[src/rtl/sprite_rom_arbiter_if.sv]
// ============================================================================
// Module   : sprite_rom_arbiter_if
// Brief    : Bus to the shared 16x16 sprite ROM (address, image select, data).
// Revision : 1.0 - initial release
// ============================================================================
`default_nettype none

interface sprite_rom_arbiter_if;
  logic [7:0]  rom_addr;
  logic        rom_switch;
  logic [23:0] rom_rgb;

  modport master (
    output rom_addr,
    output rom_switch,
    input  rom_rgb
  );

  modport slave (
    input  rom_addr,
    input  rom_switch,
    output rom_rgb
  );
endinterface

`default_nettype wire

[src/rtl/sprite_rom_arbiter.sv]
// ============================================================================
// Module   : sprite_rom_arbiter
// Brief    : Time-shares one sprite ROM between player and enemy sprites and
//            resolves the visible colour for each strobed pixel.
// Revision : 1.0 - initial release
// ============================================================================
`default_nettype none

module sprite_rom_arbiter #(
  parameter logic [23:0] KEY_RGB = 24'hFFD700
) (
  input  wire logic                 Clk,
  input  wire logic                 Reset,
  input  wire logic                 pix_en,
  input  wire logic                 vs,
  input  wire logic [9:0]           DrawX,
  input  wire logic [9:0]           DrawY,
  input  wire logic [9:0]           PlayerX,
  input  wire logic [9:0]           PlayerY,
  input  wire logic [9:0]           EnemyX,
  input  wire logic [9:0]           EnemyY,
  input  wire logic                 facing_left,
  input  wire logic                 enemy_en,
  sprite_rom_arbiter_if.master      rom,
  output logic [23:0]               pixel_rgb,
  output logic                      pixel_on,
  output logic [1:0]                pixel_src,
  output logic                      overrun
);

  typedef enum logic [1:0] {
    S_IDLE    = 2'd0,
    S_FETCH_P = 2'd1,
    S_FETCH_E = 2'd2
  } state_t;

  localparam logic [1:0]  c_SRC_NONE   = 2'b00;
  localparam logic [1:0]  c_SRC_PLAYER = 2'b01;
  localparam logic [1:0]  c_SRC_ENEMY  = 2'b10;
  localparam logic [10:0] c_SPR_SIZE   = 11'd16;

  state_t      r_state;
  state_t      w_state_nxt;

  logic        r_vs_q;
  logic        w_vs_rise;

  logic [9:0]  r_player_x;
  logic [9:0]  r_player_y;
  logic [9:0]  r_enemy_x;
  logic [9:0]  r_enemy_y;
  logic        r_facing_left;
  logic        r_enemy_en;

  logic        w_accept;
  logic        w_p_hit;
  logic        w_e_hit;
  logic [3:0]  w_p_row;
  logic [3:0]  w_p_col;
  logic [3:0]  w_p_col_eff;
  logic [3:0]  w_e_row;
  logic [3:0]  w_e_col;

  logic        r_p_hit;
  logic        r_e_hit;
  logic [7:0]  r_p_addr;
  logic [7:0]  r_e_addr;
  logic [23:0] r_rgb_p;

  // Zero-extended compare keeps sprites near the right edge from wrapping to column 0.
  function automatic logic in_span(input logic [9:0] pos, input logic [9:0] org);
    logic [10:0] p;
    logic [10:0] o;
    p = {1'b0, pos};
    o = {1'b0, org};
    return (p >= o) && (p < (o + c_SPR_SIZE));
  endfunction

  assign w_vs_rise = vs & ~r_vs_q;
  assign w_accept  = pix_en && ((r_state == S_IDLE) || (r_state == S_FETCH_E));

  assign w_p_hit = in_span(DrawX, r_player_x) && in_span(DrawY, r_player_y);
  assign w_e_hit = r_enemy_en && in_span(DrawX, r_enemy_x) && in_span(DrawY, r_enemy_y);

  assign w_p_row     = DrawY[3:0] - r_player_y[3:0];
  assign w_p_col     = DrawX[3:0] - r_player_x[3:0];
  assign w_p_col_eff = r_facing_left ? w_p_col : ~w_p_col;
  assign w_e_row     = DrawY[3:0] - r_enemy_y[3:0];
  assign w_e_col     = DrawX[3:0] - r_enemy_x[3:0];

  // Frame-stable copies of the sprite placement.
  always_ff @(posedge Clk or posedge Reset) begin
    if (Reset) begin
      r_vs_q        <= 1'b0;
      r_player_x    <= '0;
      r_player_y    <= '0;
      r_enemy_x     <= '0;
      r_enemy_y     <= '0;
      r_facing_left <= 1'b0;
      r_enemy_en    <= 1'b0;
    end else begin
      r_vs_q <= vs;
      if (w_vs_rise) begin
        r_player_x    <= PlayerX;
        r_player_y    <= PlayerY;
        r_enemy_x     <= EnemyX;
        r_enemy_y     <= EnemyY;
        r_facing_left <= facing_left;
        r_enemy_en    <= enemy_en;
      end
    end
  end

  always_ff @(posedge Clk or posedge Reset) begin
    if (Reset) begin
      r_state <= S_IDLE;
    end else begin
      r_state <= w_state_nxt;
    end
  end

  always_comb begin
    w_state_nxt    = r_state;
    rom.rom_addr   = 8'd0;
    rom.rom_switch = 1'b0;
    case (r_state)
      S_IDLE: begin
        if (pix_en) begin
          w_state_nxt = S_FETCH_P;
        end
      end
      S_FETCH_P: begin
        rom.rom_addr   = r_p_addr;
        rom.rom_switch = 1'b1;
        w_state_nxt    = S_FETCH_E;
      end
      S_FETCH_E: begin
        rom.rom_addr   = r_e_addr;
        rom.rom_switch = 1'b0;
        w_state_nxt    = pix_en ? S_FETCH_P : S_IDLE;
      end
      default: begin
        w_state_nxt = S_IDLE;
      end
    endcase
  end

  // Per-pixel fetch context, captured when a strobe is accepted.
  always_ff @(posedge Clk or posedge Reset) begin
    if (Reset) begin
      r_p_hit  <= 1'b0;
      r_e_hit  <= 1'b0;
      r_p_addr <= 8'd0;
      r_e_addr <= 8'd0;
      r_rgb_p  <= 24'd0;
    end else begin
      if (w_accept) begin
        r_p_hit  <= w_p_hit;
        r_e_hit  <= w_e_hit;
        r_p_addr <= {w_p_row, w_p_col_eff};
        r_e_addr <= {w_e_row, w_e_col};
      end
      if (r_state == S_FETCH_P) begin
        r_rgb_p <= rom.rom_rgb;
      end
    end
  end

  // The enemy word is on the ROM bus during FETCH_E, so both colours meet here.
  always_ff @(posedge Clk or posedge Reset) begin
    if (Reset) begin
      pixel_rgb <= 24'd0;
      pixel_on  <= 1'b0;
      pixel_src <= c_SRC_NONE;
    end else if (r_state == S_FETCH_E) begin
      if (r_p_hit && (r_rgb_p != KEY_RGB)) begin
        pixel_rgb <= r_rgb_p;
        pixel_on  <= 1'b1;
        pixel_src <= c_SRC_PLAYER;
      end else if (r_e_hit && (rom.rom_rgb != KEY_RGB)) begin
        pixel_rgb <= rom.rom_rgb;
        pixel_on  <= 1'b1;
        pixel_src <= c_SRC_ENEMY;
      end else begin
        pixel_rgb <= 24'd0;
        pixel_on  <= 1'b0;
        pixel_src <= c_SRC_NONE;
      end
    end
  end

  always_ff @(posedge Clk or posedge Reset) begin
    if (Reset) begin
      overrun <= 1'b0;
    end else if (pix_en && (r_state == S_FETCH_P)) begin
      overrun <= 1'b1;
    end
  end

endmodule

`default_nettype wire

[src/flat_wrapper.sv]
// flat-port wrapper written by rule: the top's interface ports become plain ports
module sprite_rom_arbiter_flat 
#(
  parameter logic [23:0] KEY_RGB = 24'hFFD700
)
  (Clk, Reset, pix_en, vs, DrawX, DrawY, PlayerX, PlayerY, EnemyX, EnemyY, facing_left, enemy_en, pixel_rgb, pixel_on, pixel_src, overrun, rom_rom_addr, rom_rom_switch, rom_rom_rgb);
  sprite_rom_arbiter_if rom_i ();
  input  wire logic Clk;
  input  wire logic Reset;
  input  wire logic pix_en;
  input  wire logic vs;
  input  wire logic [9:0] DrawX;
  input  wire logic [9:0] DrawY;
  input  wire logic [9:0] PlayerX;
  input  wire logic [9:0] PlayerY;
  input  wire logic [9:0] EnemyX;
  input  wire logic [9:0] EnemyY;
  input  wire logic facing_left;
  input  wire logic enemy_en;
  output logic [23:0] pixel_rgb;
  output logic pixel_on;
  output logic [1:0] pixel_src;
  output logic overrun;
  output wire logic [$bits(rom_i.rom_addr)-1:0] rom_rom_addr;
  output wire logic [$bits(rom_i.rom_switch)-1:0] rom_rom_switch;
  input wire logic [$bits(rom_i.rom_rgb)-1:0] rom_rom_rgb;
  assign rom_rom_addr = rom_i.rom_addr;
  assign rom_rom_switch = rom_i.rom_switch;
  assign rom_i.rom_rgb = rom_rom_rgb;
  sprite_rom_arbiter #(.KEY_RGB(KEY_RGB)) u_core (.Clk(Clk), .Reset(Reset), .pix_en(pix_en), .vs(vs), .DrawX(DrawX), .DrawY(DrawY), .PlayerX(PlayerX), .PlayerY(PlayerY), .EnemyX(EnemyX), .EnemyY(EnemyY), .facing_left(facing_left), .enemy_en(enemy_en), .rom(rom_i), .pixel_rgb(pixel_rgb), .pixel_on(pixel_on), .pixel_src(pixel_src), .overrun(overrun));
endmodule
[config.mk]
export PLATFORM = sky130hd
export DESIGN_NAME = sprite_rom_arbiter_flat
export DESIGN_NICKNAME = d
export VERILOG_FILES = /design/src/rtl/sprite_rom_arbiter_if.sv /design/src/rtl/sprite_rom_arbiter.sv /design/src/flat_wrapper.sv
export SDC_FILE = /design/constraint.sdc
export NUM_CORES = 1
export LEC_CHECK = 0
export ABC_AREA = 1
export BUFFER_PORTS_ARGS = -buffer_cell sky130_fd_sc_hd__buf_2
export CAP_MARGIN = 40
export CORE_MARGIN = 2
export CORE_UTILIZATION = 58
export CTS_CLUSTER_DIAMETER = 80
export CTS_CLUSTER_SIZE = 40
export DETAILED_ROUTE_END_ITERATION = 8
export PLACE_DENSITY = 0.9
export SYNTH_ARGS = -nofsm -noshare
export SYNTH_HDL_FRONTEND = slang
export SYNTH_SLANG_ARGS = --single-unit
[constraint.sdc]
create_clock -name Clk -period 7 [get_ports Clk]
set_clock_uncertainty 0.15 [all_clocks]
set_input_delay 1.4 -clock Clk [delete_from_list [all_inputs] [get_ports Clk]]
set_output_delay 1.4 -clock Clk [all_outputs]
set_load 0.05 [all_outputs]
==> results of run 1 <==
state kept, by name, summed over array words and instances (netlist names):
| signal | count |
|---|---|
| u_core.r_state | 2 |
| u_core.pixel_rgb | 24 |
| u_core.r_e_addr | 8 |
| u_core.r_facing_left | 1 |
| u_core.r_p_hit | 1 |
| u_core.r_player_y | 10 |
| u_core.r_enemy_y | 10 |
| u_core.r_player_x | 10 |
| u_core.pixel_on | 1 |
| u_core.r_enemy_x | 10 |
| u_core.r_vs_q | 1 |
| u_core.r_rgb_p | 24 |
| u_core.overrun | 1 |
| u_core.r_enemy_en | 1 |
| u_core.r_e_hit | 1 |
| u_core.pixel_src | 2 |
| u_core.r_p_addr | 8 |
cell usage after synthesis, types with 2 or more instances:
master,number
nand4_1,29
buf_1,5
buf_6,2
nor2_1,81
o21ai_0,26
ha_1,72
fa_1,4
nand2_1,224
xnor2_1,10
xor2_1,17
inv_1,95
buf_2,12
nor3_1,7
nand3b_1,3
nand3_1,80
mux2_2,6
a21o_1,6
clkbuf_1,12
a21oi_1,63
dfrtp_1,115
buf_4,2
kinds of logic after synthesis:
group | count (synthesis)
simple gates | 427
buf+inv | 129
flops | 115
compound gates | 102
fa+ha+maj | 76
xor+xnor | 27
mux | 6
metal layers:
metal	vias up	GRT usage, %	routed length [um]
met5	-	0	0
met1	2963	36.3	7370
li1	3118	-	-
met3	34	7.36	1260
met2	264	46.0	8300
met4	0	10.0	344
power groups by stage:
stage	sequential [W]	clock, W	combinational, W
2_1_floorplan	0.00121	0	0.000667
3_3_place_gp	0.00103	0	0.00110
3_5_place_dp	0.00103	0	0.00115
4_1_cts	0.00102	0.000921	0.00117
5_1_grt	0.00106	0.000954	0.00129
6_report	0.00103	0.000914	0.00116
per-stage QoR:
stage / cell area [um2] / utilization (%) / instances
2_1_floorplan: 7040 / - / 882
3_3_place_gp: 7730 / 64.9 / 1127
3_5_place_dp: 7770 / 65.3 / 1129
4_1_cts: 8390 / 70.5 / 1160
5_1_grt: 8400 / 70.5 / 1162
6_report: 8400 / 70.5 / 1162
critical path, cell delays in order, from the launching register on:
cell and delay, ns:
dfrtp_1 0.40, inv_1 0.10, ha_1 0.34, buf_4 0.37, nand2_1 0.10, a21oi_1 0.17, buf_2 0.29
worst max path at each step:
| stage | from | endpoint | slack (ns) | cells past startpoint |
|---|---|---|---|---|
| after floorplan | Reset | u_core.overrun | 2.41 | 1 |
| after global placement | u_core.r_state[1] | rom_rom_addr[7] | 3.82 | 6 |
| after detailed placement | u_core.r_state[1] | rom_rom_addr[5] | 3.74 | 6 |
| after CTS | u_core.r_state[1] | rom_rom_addr[5] | 3.27 | 6 |
| after global routing | u_core.r_state[1] | rom_rom_addr[7] | 3.08 | 6 |
| final | u_core.r_state[1] | rom_rom_addr[7] | 3.24 | 6 |
area by class of cell:
| type | instances | area (um2) |
|---|---|---|
| antenna | 2 | 5.00 |
| clock buffer | 22 | 464 |
| clock inverter | 9 | 154 |
| fill | 934 | 3510 |
| inverter | 96 | 363 |
| multi-input combinational | 638 | 3640 |
| sequential | 115 | 2880 |
| tap | 147 | 184 |
| timing repair buffer | 133 | 707 |
==> key figures, run 1 <==
Status
  • Status: completed

GRT
  • Vias in the first global route: 6189
  • Grt total ovfl: 0
  • First-pass GRT wire length: 29000 um
  • GRT Overall Usage: 28.1%
  • Largest net degree at the start of global routing: 80
  • Initial antenna violation count: 2

Synthesis
  • Top cells by area, synth: dfrtp_1 (41%), ha_1 (13%), nand2_1 (12%), nand3_1 (5.7%), inv_1 (5.1%)
  • Syn_nets: 1048
  • Cell variety after synth: 32
  • Sequential-to-total area share from yosys stat: 40.9%
  • Largest family of logic cells by synthesized area: simple AND/OR/NAND/NOR gates
  • Post-synthesis simple-gate area fraction: 25.7%
  • Syn Inst Count: 882
  • Complex-gate fraction of the synthesized area: 7.71%
  • Synthesis Warnings: 0
  • XOR/XNOR share of the synthesized area: 3.36%
  • Syn Area/Cell: 7.98 um2
  • Multiplexer area fraction after synthesis: 0.960%
  • Predominant post-synthesis flop cell: dfrtp_1
  • Synth Register Bits: 115
  • Mapped cell area: 7040 um2
  • Post-synth EDFFs: 0
  • Synth async-reset ratio: 100%
  • Synthesized-area fraction occupied by adder cells: 13.9%
  • Area share of the largest cell type after synthesis: 40.9%
  • Biggest area consumer among synthesized cells: dfrtp_1

Pwr
  • Psw: 0.00127 W
  • LEAKAGE: 4.59 nW
  • Flop pwr share: 33.1%
  • Switching share of power: 40.8%
  • Internal cell power: 0.00184 W
  • Worst vdd ir: 213 uV
  • Part of the power in the clock network: 29.4%
  • PnR Total Power: 0.00311 W
  • Power Density: 370 nW/um2
  • Power share of the combinational group: 37.5%

Die
  • Core Area: 11900 um2
  • Initial Util: 59.1%
  • Die Y: 114 um
  • FP Rows: 40
  • # IOs: 127
  • Die X: 114 um
  • Die area: 13000 um2

Timing
  • Slew Limit Headroom: 45.8%
  • Max-slew violations: 0
  • Final period utilization: 53.7%
  • Worst Tran Pin Value: 0.808 ns
  • Hold_ws: 0.330 ns
  • RSZ-0062 raised after global routing: no
  • Setup tns final: 0 ns
  • Fmax: 266 MHz
  • Setup ws final: 3.24 ns
  • # setup viols final: 0
  • Hold Violations, Final: 0
  • Minimum clock period: 3.76 ns

Min path
  • Hold Path Stages: 2
  • Hold WC Path Type: flip-flop to flip-flop
  • Hold_sp: u_core.pixel_src[0]
  • WHS Endpoint: u_core.pixel_src[0]

Clock network
  • Post-cts resize count: 0
  • H-tree depth: 4
  • CTS buffer count: 17
  • TritonCTS clock tree: built
  • Bufs on Longest Clock Path: 2
  • # Post-CTS Setup Buffers: 0
  • Clock Latency Late Sink: 0.42 ns
  • Clk sinks: 115
  • Reg clk slew, reported paths: 0.05 ns
  • Root buffer cell: clkbuf_16
  • Post-CTS Hold Buffers: 0

Route
  • DR pass1 iterations: 6
  • 1st-iter DRT viols: 609
  • Vias per cell: 5.49
  • Drt drc: 0
  • Detailed Route WL: 17300 um
  • Via count: 6379
  • Antenna Violating Nets Remaining: 0
  • Drt wl/cell: 14.9 um

Place
  • PortBufs: 126
  • Setup WS pre-CTS: 3.74 ns
  • DP HPWL: 12000 um
  • Routability Congestion: 0.870

Setup path
  • Required time of the critical path: 5.45 ns
  • Worst Setup Start Kind: flip-flop
  • Crit Path Max Fanout: 28
  • Critical R2R Launch: u_core.r_state[0]
  • Setup CP Type: flip-flop to primary output
  • Reg2Reg Setup Slack: 4.43 ns
  • Reg2Reg Capture Point: u_core.pixel_src[1]
  • WP data arrival: 2.21 ns
  • R2R cell count: 8
  • Crit end category: primary output

Layout
  • Most frequent cells in the layout: nand2_1 (223), buf_2 (126), dfrtp_1 (115)
  • Commonest non-fill, non-tap cell in the layout: nand2_1
  • Final Net Count: 1167
  • Layout cells sized above 1: 17.1%
  • Area grow syn2layout: 19.3%

Flow run
  • Max Cap Violations: 0
Power figures use the tool's default switching activity.
==> inputs of run 2 (changes only) <==
--- a/config.mk
+++ b/config.mk
@@ -9,11 +9,11 @@
 export BUFFER_PORTS_ARGS = -buffer_cell sky130_fd_sc_hd__buf_2
 export CAP_MARGIN = 40
 export CORE_MARGIN = 2
-export CORE_UTILIZATION = 58
+export CORE_UTILIZATION = 57
 export CTS_CLUSTER_DIAMETER = 80
 export CTS_CLUSTER_SIZE = 40
 export DETAILED_ROUTE_END_ITERATION = 8
-export PLACE_DENSITY = 0.9
+export PLACE_DENSITY = 0.88
 export SYNTH_ARGS = -nofsm -noshare
 export SYNTH_HDL_FRONTEND = slang
 export SYNTH_SLANG_ARGS = --single-unit
==> constraint.sdc (replaced) <==
create_clock -name Clk -period 3.5 [get_ports Clk]
set_clock_uncertainty 0.15 [all_clocks]
set_input_delay 0.7 -clock Clk [delete_from_list [all_inputs] [get_ports Clk]]
set_output_delay 0.7 -clock Clk [all_outputs]
set_load 0.05 [all_outputs]
==> run 2 against run 1 <==
  * Die area increased by 1.7%
  * Clock-buffer cell count is 1 lower
  * Largest cell class unchanged
  * Register-to-register slack worse by 3.3 ns
  * Critical path depth unchanged
  * Core utilization down 0.56 points
  * Combinational power grew 100%
  * Highest routed layer unchanged
  * Sequential cell count unchanged
  * Critical endpoint unchanged
  * Clock power grew 99%
==> key figures, run 2 (same netlist as run 1, synthesis figures left out) <==
Status
  • Status: completed

Place
  • Post-Place Cell Area: 7780 um2
  • Setup WS pre-CTS: 0.992 ns
  • DP HPWL: 12400 um
  • PortBufs: 126
  • Routability Congestion: 0.850

Timing
  • Hold Violations, Final: 0
  • RSZ-0062 raised after global routing: no
  • Fmax: 341 MHz
  • Setup ws final: 0.563 ns
  • Final period utilization: 83.9%
  • Worst Tran Pin Value: 0.871 ns
  • Slew Limit Headroom: 41.7%
  • # setup viols final: 0
  • Max-slew violations: 0
  • Setup tns final: 0 ns
  • Minimum clock period: 2.94 ns

Route
  • Vias per cell: 5.46
  • Detailed Route WL: 17400 um
  • 1st-iter DRT viols: 452
  • Drt wl/cell: 15.0 um
  • Drt drc: 0
  • DR pass1 iterations: 7
  • Antenna Violating Nets Remaining: 0
  • Via count: 6354

Clock network
  • Post-cts resize count: 0
  • TritonCTS clock tree: built
  • Root buffer cell: clkbuf_16
  • Clk sinks: 115
  • Reg clk slew, reported paths: 0.05 ns
  • Bufs on Longest Clock Path: 2
  • # Post-CTS Setup Buffers: 0
  • Clock Latency Late Sink: 0.42 ns
  • CTS buffer count: 17
  • H-tree depth: 4
  • Post-CTS Hold Buffers: 0

Layout
  • # fillers: 917
  • ANT cells: 0
  • Layout Utilization: 69.9%
  • Area grow syn2layout: 19.3%
  • Top Registers: u_core.pixel_rgb: 24 flops, u_core.r_rgb_p: 24 flops
  • Commonest non-fill, non-tap cell in the layout: nand2_1
  • Final Net Count: 1169
  • Layout cells sized above 1: 17.5%
  • Most frequent cells in the layout: nand2_1 (223), buf_2 (126), dfrtp_1 (115)
  • Fin area: 8400 um2

GRT
  • Grt total ovfl: 0
  • Vias in the first global route: 6302
  • First-pass GRT wire length: 29100 um
  • GRT Overall Usage: 28.0%
  • Largest net degree at the start of global routing: 84
  • Initial antenna violation count: 0

Setup path
  • Crit path cell chain: inv_1, ha_1, buf_4, nand2_1, a21oi_1, buf_2
  • R2R cell count: 8
  • Crit Path Max Fanout: 17
  • Setup CP Type: flip-flop to primary output
  • Crit-path slowest cell: dfrtp_1
  • Required time of the critical path: 2.65 ns
  • Worst Setup Start Kind: flip-flop
  • Crit end category: primary output
  • WP data arrival: 2.09 ns
  • Slowest Stage Delay on Critical Path: 0.40 ns

Die
  • FP Rows: 40
  • Die Y: 115 um
  • # IOs: 127
  • Core Area: 12000 um2
  • Initial Util: 58.6%
  • Die area: 13300 um2
  • Die X: 115 um

Pwr
  • Power Density: 738 nW/um2
  • LEAKAGE: 4.59 nW
  • Worst vdd ir: 408 uV
  • PnR Total Power: 0.00620 W

Min path
  • Hold WC Path Type: input pin to asynchronous set/reset pin

Flow run
  • Max Cap Violations: 0
run 2: cell types whose count changed in the layout (fill, tap and decap cells not counted), sizes merged:
cell      delta
clkbuf       -1
clkinvlp     +3
diode        -2
bufinv       -1
buf          +2
run 2: final timing paths:
check,slack [ns],endpoint,start
min in group Clk,0.27,u_core.r_vs_q,vs
hold reg to reg,0.33,u_core.pixel_src[0],u_core.pixel_src[0]
max in group asynchronous,2.08,u_core.r_enemy_y[6],Reset
setup reg to reg,1.10,u_core.pixel_src[1],u_core.r_state[0]
setup / recovery,0.56,rom_rom_addr[7],u_core.r_state[0]
hold / removal,0.26,u_core.r_vs_q,Reset
run 2: routing by layer:
| layer | global-route usage [%] | part of all wire (%) |
|---|---|---|
| met3 | 6.01 | 5.9 |
| met2 | 47.0 | 49 |
| met1 | 35.4 | 43 |
| met4 | 11.2 | 2.7 |
| met5 | 0 | 0 |
run 2: layout make-up:
cell class | count | area [um2] | area share, %
Clock buffer | 21 | 470 | 5.60
Multi-Input combinational cell | 638 | 3640 | 43.4
Sequential cell | 115 | 2880 | 34.3
Inverter | 96 | 364 | 4.33
Clock inverter | 11 | 151 | 1.80
Timing Repair Buffer | 135 | 711 | 8.46
Tap cell | 147 | 184 | 2.19
run 2: worst max-delay path: cells and delay by family, from the launching register on:
| family | cells | cell delay [ns] |
|---|---|---|
| AND/OR/NAND/NOR | 1 | 0.07 |
| flip-flops | 1 | 0.40 |
| AO/OA/AOI/OAI | 1 | 0.20 |
| buffers and inverters | 3 | 0.69 |
| adder cells (fa/ha/maj) | 1 | 0.31 |
run 2: metrics by stage:
stage,hold WS (ns),cells
after floorplan,0.299,882
after global placement,0.312,1131
after detailed placement,0.321,1131
after CTS,0.259,1163
after global routing,0.260,1163
final,0.264,1163
run 2: power breakdown:
group	switching, W	total [W]	internal [W]
Sequential	0.000290	0.00205	0.00176
Combinational	0.00162	0.00232	0.000701
Clock	0.000646	0.00182	0.00118
